`config.mk`:
```
export PLATFORM = sky130hd
export DESIGN_NAME = bram_stream_reader
export DESIGN_NICKNAME = d
export VERILOG_FILES = /design/src/rtl/bram_stream_reader.sv
export SDC_FILE = /design/constraint.sdc
export NUM_CORES = 2
export LEC_CHECK = 0
export CORE_MARGIN = 2
export CORE_UTILIZATION = 50
export DETAILED_ROUTE_END_ITERATION = 7
export GPL_TIMING_DRIVEN = 0
export PLACE_DENSITY = 0.72
export SYNTH_ARGS = -nofsm -noshare
export SYNTH_HDL_FRONTEND = slang
export SYNTH_SLANG_ARGS = --single-unit
```
`constraint.sdc`:
```
create_clock -name clock -period 18.55 [get_ports clock]
set_clock_uncertainty 0.1 [all_clocks]
set_input_delay 5.565 -clock clock [delete_from_list [all_inputs] [get_ports clock]]
set_output_delay 5.565 -clock clock [all_outputs]
set_load 0.03 [all_outputs]
```
`src/rtl/bram_stream_reader.sv`:
```
`default_nettype none
// ============================================================================
// Module : bram_stream_reader
// Burst reader for a BRAM read port: realigns q and streams it through a credit-gated FIFO.
// Rev    : 1.0
// ============================================================================
module bram_stream_reader #(
    parameter int  DATA_WIDTH = 256,
    parameter int  NUMWORDS   = 256,
    parameter int  RD_LATENCY = 3,
    parameter int  FIFO_DEPTH = 8,
    localparam int AW         = $clog2(NUMWORDS)
) (
    input  logic                  clock,
    input  logic                  rst,
    input  logic                  req_valid,
    output logic                  req_ready,
    input  logic [AW-1:0]         req_addr,
    input  logic [AW:0]           req_len,
    output logic [AW-1:0]         rdaddress,
    input  logic [DATA_WIDTH-1:0] q,
    output logic                  m_valid,
    input  logic                  m_ready,
    output logic [DATA_WIDTH-1:0] m_data,
    output logic                  m_last,
    output logic                  busy
);

    localparam int PW = $clog2(FIFO_DEPTH);
    localparam int CW = PW + 1;

    typedef enum logic [1:0] {
        IDLE  = 2'd0,
        ISSUE = 2'd1,
        DRAIN = 2'd2
    } state_t;

    state_t                state_q, state_d;
    logic [AW-1:0]         addr_q, addr_d;
    logic [AW:0]           remaining_q, remaining_d;
    logic [AW-1:0]         rdaddress_q, rdaddress_d;
    logic [RD_LATENCY:0]   pipe_vld_q, pipe_vld_d;
    logic [RD_LATENCY:0]   pipe_last_q, pipe_last_d;
    logic [PW-1:0]         wr_ptr_q, wr_ptr_d;
    logic [PW-1:0]         rd_ptr_q, rd_ptr_d;
    logic [CW-1:0]         count_q, count_d;
    logic [DATA_WIDTH:0]   fifo_mem_q [FIFO_DEPTH];
    logic [DATA_WIDTH:0]   fifo_mem_d [FIFO_DEPTH];

    logic                  issue;
    logic                  issue_last;
    logic                  capture;
    logic                  cap_last;
    logic                  pop;
    logic                  fifo_empty;
    logic                  fifo_full;
    logic                  credit_ok;
    logic [CW-1:0]         inflight;
    logic [DATA_WIDTH:0]   head;

    // Stage 0 of the pipe lines up with rdaddress; stage RD_LATENCY lines up with q.
    assign capture    = pipe_vld_q[RD_LATENCY];
    assign cap_last   = pipe_last_q[RD_LATENCY];
    assign fifo_empty = (count_q == '0);
    assign fifo_full  = (count_q == CW'(FIFO_DEPTH));
    assign pop        = !fifo_empty && m_ready;
    assign head       = fifo_mem_q[rd_ptr_q];

    assign req_ready  = (state_q == IDLE);
    assign busy       = (state_q != IDLE);
    assign rdaddress  = rdaddress_q;
    assign m_valid    = !fifo_empty;
    assign m_data     = fifo_empty ? '0 : head[DATA_WIDTH:1];
    assign m_last     = !fifo_empty && head[0];

    always_comb begin
        inflight = '0;
        for (int i = 0; i <= RD_LATENCY; i++) begin
            inflight = inflight + CW'(pipe_vld_q[i]);
        end
    end

    assign credit_ok = ({1'b0, inflight} + {1'b0, count_q}) < (CW + 1)'(FIFO_DEPTH);

    always_comb begin
        state_d     = state_q;
        addr_d      = addr_q;
        remaining_d = remaining_q;
        rdaddress_d = rdaddress_q;
        issue       = 1'b0;
        issue_last  = 1'b0;
        case (state_q)
            IDLE: begin
                if (req_valid && (req_len != '0)) begin
                    addr_d      = req_addr;
                    remaining_d = req_len;
                    state_d     = ISSUE;
                end
            end
            ISSUE: begin
                if (credit_ok) begin
                    issue       = 1'b1;
                    issue_last  = (remaining_q == (AW + 1)'(1));
                    rdaddress_d = addr_q;
                    addr_d      = addr_q + AW'(1);
                    remaining_d = remaining_q - (AW + 1)'(1);
                    if (issue_last) begin
                        state_d = DRAIN;
                    end
                end
            end
            DRAIN: begin
                if (pop && m_last) begin
                    state_d = IDLE;
                end
            end
            default: state_d = IDLE;
        endcase
    end

    always_comb begin
        pipe_vld_d  = {pipe_vld_q[RD_LATENCY-1:0], issue};
        pipe_last_d = {pipe_last_q[RD_LATENCY-1:0], issue_last};
    end

    always_comb begin
        fifo_mem_d = fifo_mem_q;
        wr_ptr_d   = wr_ptr_q;
        rd_ptr_d   = rd_ptr_q;
        count_d    = count_q;
        if (capture) begin
            fifo_mem_d[wr_ptr_q] = {q, cap_last};
            wr_ptr_d             = wr_ptr_q + PW'(1);
        end
        if (pop) begin
            rd_ptr_d = rd_ptr_q + PW'(1);
        end
        case ({capture, pop})
            2'b10:   count_d = count_q + CW'(1);
            2'b01:   count_d = count_q - CW'(1);
            default: count_d = count_q;
        endcase
    end

    always_ff @(posedge clock) begin
        if (rst) begin
            state_q     <= IDLE;
            addr_q      <= '0;
            remaining_q <= '0;
            rdaddress_q <= '0;
            pipe_vld_q  <= '0;
            pipe_last_q <= '0;
            wr_ptr_q    <= '0;
            rd_ptr_q    <= '0;
            count_q     <= '0;
        end else begin
            state_q     <= state_d;
            addr_q      <= addr_d;
            remaining_q <= remaining_d;
            rdaddress_q <= rdaddress_d;
            pipe_vld_q  <= pipe_vld_d;
            pipe_last_q <= pipe_last_d;
            wr_ptr_q    <= wr_ptr_d;
            rd_ptr_q    <= rd_ptr_d;
            count_q     <= count_d;
        end
    end

    // Storage only; occupancy is governed by the pointers and count.
    always_ff @(posedge clock) begin
        fifo_mem_q <= fifo_mem_d;
    end

    a_no_overflow: assert property (@(posedge clock) disable iff (rst) !(capture && fifo_full));
    a_credit: assert property (@(posedge clock) disable iff (rst)
        ({1'b0, inflight} + {1'b0, count_q}) <= (CW + 1)'(FIFO_DEPTH));

endmodule
`default_nettype wire

```
# [Word level (Yosys, flattened, before mapping)]
# Cells that the tools add are included.
[totals] reg_bits=2101 in_bits=277 output_inout_bits=268 wordCells=83
[op_classes] add_sub_neg=10 n_lt_le_gt_ge=4 n_eq_ne=9 mux=20 n_bitwise=4 reduce_logical=17
[ops] cell="bitwise mux 2056 bit" count=1
[ops] cell="binary-select mux 257 bit (select 3 bit)" count=1
[ops] cell="demux 257 bit (select 3 bit)" count=1
[ops] cell="two-way mux 257 bit" count=3
[ops] cell="two-way mux 256 bit" count=1
[ops] cell="two-way mux 9 bit" count=2
[ops] cell="case mux 9 bit (2 select lines)" count=1
[ops] cell="two-way mux 8 bit" count=2
[ops] cell="case mux 8 bit (2 select lines)" count=1
[ops] cell="== test 9 x 1 -> 1 bit, second input constant" count=1
[ops] cell="nonzero test 9 bit" count=1
[ops] cell="subtractor 9 x 1 -> 9 bit, second input constant" count=1
[ops] cell="adder 8 x 1 -> 8 bit, second input constant" count=1
[ops] cell=">= comparator 4 bit, second input constant" count=2
[ops] cell="two-way mux 2 bit" count=4
[ops] cell="NOT 3 -> 4 bit" count=2
[ops] cell="case mux 4 bit (2 select lines)" count=1
[ops] cell="adder 3 x 1 -> 3 bit, second input constant" count=2
[ops] cell="!= test 2 bit, second input constant" count=3
[ops] cell="case mux 2 bit (3 select lines)" count=1
[ops] cell="nonzero test 2 bit" count=3
[ops] cell="adder 4 x 4 -> 5 bit" count=1
[ops] cell="logical AND 1 bit" count=5
[ops] cell="less-than comparator 5 x 4 -> 1 bit, second input constant" count=1
[ops] cell="19 further kinds" count=22

# [Logic depth before layout (Yosys ltp)]
[depth] ltp_word=8 mapped_depth=11 mapped_depth_nobuf=11

# [Least setup slack after synthesis]
# No wires, ideal clock.
[synth_timing] kind="reg-to-reg" start="reg pipe_vld_q[3]" end="reg fifo_mem_q[1799] (netlist bit), enable pin" setup_time_ns=1.190 arrival_time_ns=17.867 required_time_ns=17.260 slack_ns=-0.607 stages_incl_launch_ff=3 path_buffers=0 synth_period_minus_slack_ns=19.157 cell_sequence="dfxtp_1 nand2b_1 nor3_1"
[synth_rtl] element="from (decl)" line="42" rtl="logic [RD_LATENCY:0] pipe_vld_q, pipe_vld_d;"
[synth_rtl] element="from (signal assigned)" line="161" rtl="pipe_vld_q <= pipe_vld_d;"
[synth_rtl] element="to (signal assigned)" line="171" rtl="fifo_mem_q <= fifo_mem_d;"
[synth_rtl] element="to (decl)" line="47" rtl="logic [DATA_WIDTH:0] fifo_mem_q [FIFO_DEPTH];"

# [Worst setup path after layout]
[layout_timing] start="reg rd_ptr_q[2]" end="out m_data[105]"
[layout_via] elab_chain_len=5
[layout_lines] element="from (decl)" line="45" rtl="logic [PW-1:0] rd_ptr_q, rd_ptr_d;"
[layout_lines] element="from (signal assigned)" line="164" rtl="rd_ptr_q <= rd_ptr_d;"
[layout_lines] element="NOT 3 -> 4 bit (implied by the code)" line="67" rtl="assign head = fifo_mem_q[rd_ptr_q];"
[layout_lines] element="binary-select mux 257 bit (select 3 bit)" line="67"
[layout_lines] element="two-way mux 257 bit (implied by the code) (2 in series)" line="67"
[layout_lines] element="two-way mux 256 bit" line="73" rtl="assign m_data = fifo_empty ? '0 : head[DATA_WIDTH:1];"
[layout_lines] element="to (decl)" line="24" rtl="output logic [DATA_WIDTH-1:0] m_data,"
# No other way between the ends. The select of a mux whose other input is x is not followed.

==> impl_metrics.toml <==
[outcome]
status = "completed"

[run]
maxCapViolations = 0

[worst_setup_path]
crit_buf_inv = 4
cp_slowest_stage_delay_ns = 1.00
crit_slowest_cell = "clkbuf_1"
crit_chain = "clkbuf_1 > clkbuf_1 > buf_2 > mux2i_1 > nor2_1 > clkdlybuf4s50_1"
arrival_ns = 4.49
crit_required_ns = 12.88
cp-start-kind = "flop"
cp_common_cell = "clkbuf_1"
critPathKind = "flop to output pin"
r2r_cells = 7
crit_cells = 6
crit_fanout = 10
endpoint_kind = "output pin"
cp_top_family = "buffers and inverters"

[synth]
synth-seq-cells = 2101
yosys-top-cells-area = "edfxtp_1, mux4_2, mux2i_1"
yosys-top-cells-count = "edfxtp_1, mux4_2, nor2_1, mux2i_1, buf_2"
synth_area_um2 = 80200
synth_cells = 3531
synth.most_common_cell = "edfxtp_1"
synth_edf_count = 2056
synth_top_area_cell = "edfxtp_1"
yosysSeqAreaShare_pct = 78.1
synth_top_area_share_pct = 77.0
async_flop_share_pct = 0
syn_area_per_cell_um2 = 22.7
synth_nets = 3820
synth_flop_cell = "edfxtp_1"
ys_warn_count = 0
synth_cell_types = 54

[layout]
final_layout_size_suffix_gt1_share_pct = 23.6
final-seq-area_um2 = 62600
n_fill_cell = 10900
area_delta_synth_final_pct = 21.9
final_area_um2 = 97700
final_nets = 4690
multiInputGateArea_um2 = 16500

[sta]
finalCritPeriodShare_pct = 54.8
fin_tns_setup_ns = 0
slew_headroom_pct = 13.3
max_freq_ghz = 0.0984
final_max_slew_viol_count = 0
hold_viol = 0
fin_crit_ns = 10.16
rsz0062_at_grt = "no"
setup_viol = 0
worstMarginPinSlew_ns = 1.30

[floorplan]
initial_core_util_pct = 50.5
fp.dieH_um = 404
io_pins = 545
die_x_um = 404
std_cell_rows = 146
die-area_um2 = 164000
coreArea_um2 = 159000

[power_and_ir_drop]
intPower_uw = 7850
p_sw_share_pct = 20.3
clockPowerShare_pct = 42.6
power_density_nw_per_um2 = 101
vdd_drop_max_mv = 0.0981
leakage_uw = 0.0299
p_comb_share_pct = 4.3
p_sw_uw = 2000
seq_power_share_pct = 53.1

[placed_design]
port_buffers = 543
placedInstanceArea_um2 = 90800
dp_hpwl_um = 122000
gp_congestion = 0.793

[route]
ant_nets = 0
first_pass_iters = 5
drc = 0
vias_per_cell = 5.82
post_drt_wl_per_cell_um = 28.2
dr.first_iter.drc_count = 3845
wl_um = 188000
num_vias = 38800

[clock_network]
clk_pin_slew_worst_paths_ns = 0.06
post_cts_buffers = 0
cts_buffer_depth = 3
h-tree-depth = 4
cts_tree = "done"
ctsHoldBuffers = 0
clk_latency_ns = 0.82
cts-root-buf = "clkbuf_16"
cts_resized = 0
clock_sink_count = 2101
cts_made_buffers = 207

[grt]
grt_pass1_wl_um = 272000
track_usage_pct = 23.0
grt_pass1_vias = 39400
grt_max_degree = 28
antenna_found_initial = 43
overflow = 0

[min_path]
min_path_type = "flop to flop"
min_path_cells = 1
-- placed cells by master, fill, tap and decap left out, types with 5 or more instances in the layout --
cell and count:
ha_1 10, nand2_1 31, nor2_1 289, xor2_1 7, buf_6 16, a21oi_2 6, dfxtp_1 45, clkdlybuf4s50_1 543
a211oi_1 5, nor2b_1 7, edfxtp_1 2056, buf_2 74, a21oi_1 21, buf_16 37, inv_6 6, nor2_4 6
nor3_1 8, inv_1 10, clkinv_2 31, buf_8 18, diode_2 24, bufinv_16 26, nand2b_1 7, buf_12 63
clkbuf_16 209, mux2i_1 266, mux4_2 514, clkbuf_1 104, nand3_1 8, buf_4 32, clkinv_1 42, clkinvlp_4 9
-- worst reg2reg max path: stages, from the launching register on --
cell	delay [ns]
dfxtp_1	0.51
nand2b_1	0.33
nor2_4	0.86
buf_12	0.30
buf_12	0.25
buf_12	0.25
buf_12	0.23
buf_12	0.23
-- path summary, 6_finish.rpt --
kind | start | endpoint | slack, ns
worst min register to register | pipe_last_q[1] | pipe_last_q[2] | 0.34
worst max-delay path | rd_ptr_q[2] | m_data[105] | 8.39
worst min-delay path | pipe_last_q[1] | pipe_last_q[2] | 0.34
worst max register to register | pipe_vld_q[3] | fifo_mem_q[1220] | 15.16
-- flip-flops by register name, indices dropped and copies added, names as in the netlist --
register / count
pipe_last_q: 4
addr_q: 8
remaining_q: 9
state_q: 2
fifo_mem_q: 2056
count_q: 4
wr_ptr_q: 3
rd_ptr_q: 3
rdaddress: 8
pipe_vld_q: 4
-- power by group through the flow --
stage	sequential, µW	clock [µW]	combinational, µW
floorplan	5330	0	209
global placement	5330	0	417
detailed placement	5330	0	431
CTS	5230	4260	432
global route	5230	4440	457
finish	5230	4190	427
-- layer usage --
layer | share of wire [%] | global-route usage [%] | vias up | routed length [µm]
met5 | 0.13 | 0 | - | 237
met1 | 40 | 32.1 | 20500 | 76100
met4 | 2.5 | 6.36 | 38 | 4640
li1 | - | - | 16500 | -
met2 | 49 | 36.5 | 1425 | 91300
met3 | 8.3 | 5.71 | 304 | 15600
-- final cells by class --
class / instances / area share [%]
clock buffer: 257 / 5.55
timing repair buffer: 661 / 8.17
buffer: 184 / 1.05
multi-input combinational: 1235 / 16.9
clock inverter: 125 / 1.47
tap: 2072 / 2.65
antenna: 24 / 0.0614
inverter: 11 / 0.0422
sequential: 2101 / 64.1
-- kinds of logic after synthesis --
group,synth area share [%]
XOR/XNOR,0.0983
AO/OA/AOI/OAI,0.510
adder cells (fa/ha/maj),0.206
multiplexers,17.8
buffers and inverters,1.33
AND/OR/NAND/NOR,1.96
flip-flops,78.1
-- per-stage QoR --
step           utilization [%]  setup WS, ns  hold slack, ns  cells  total power (µW)
5_1_grt                   61.5          8.20           0.364   6654             10100
2_1_floorplan                -          6.30           0.314   3531              5540
3_3_place_gp              55.6         -5.80           0.327   6146              5750
3_5_place_dp              57.2          9.04           0.324   6264              5760
4_1_cts                   61.5          8.13           0.340   6646              9920
6_report                  61.6          8.39           0.338   6670              9850
Note: power is estimated with default switching activity, not from simulation.
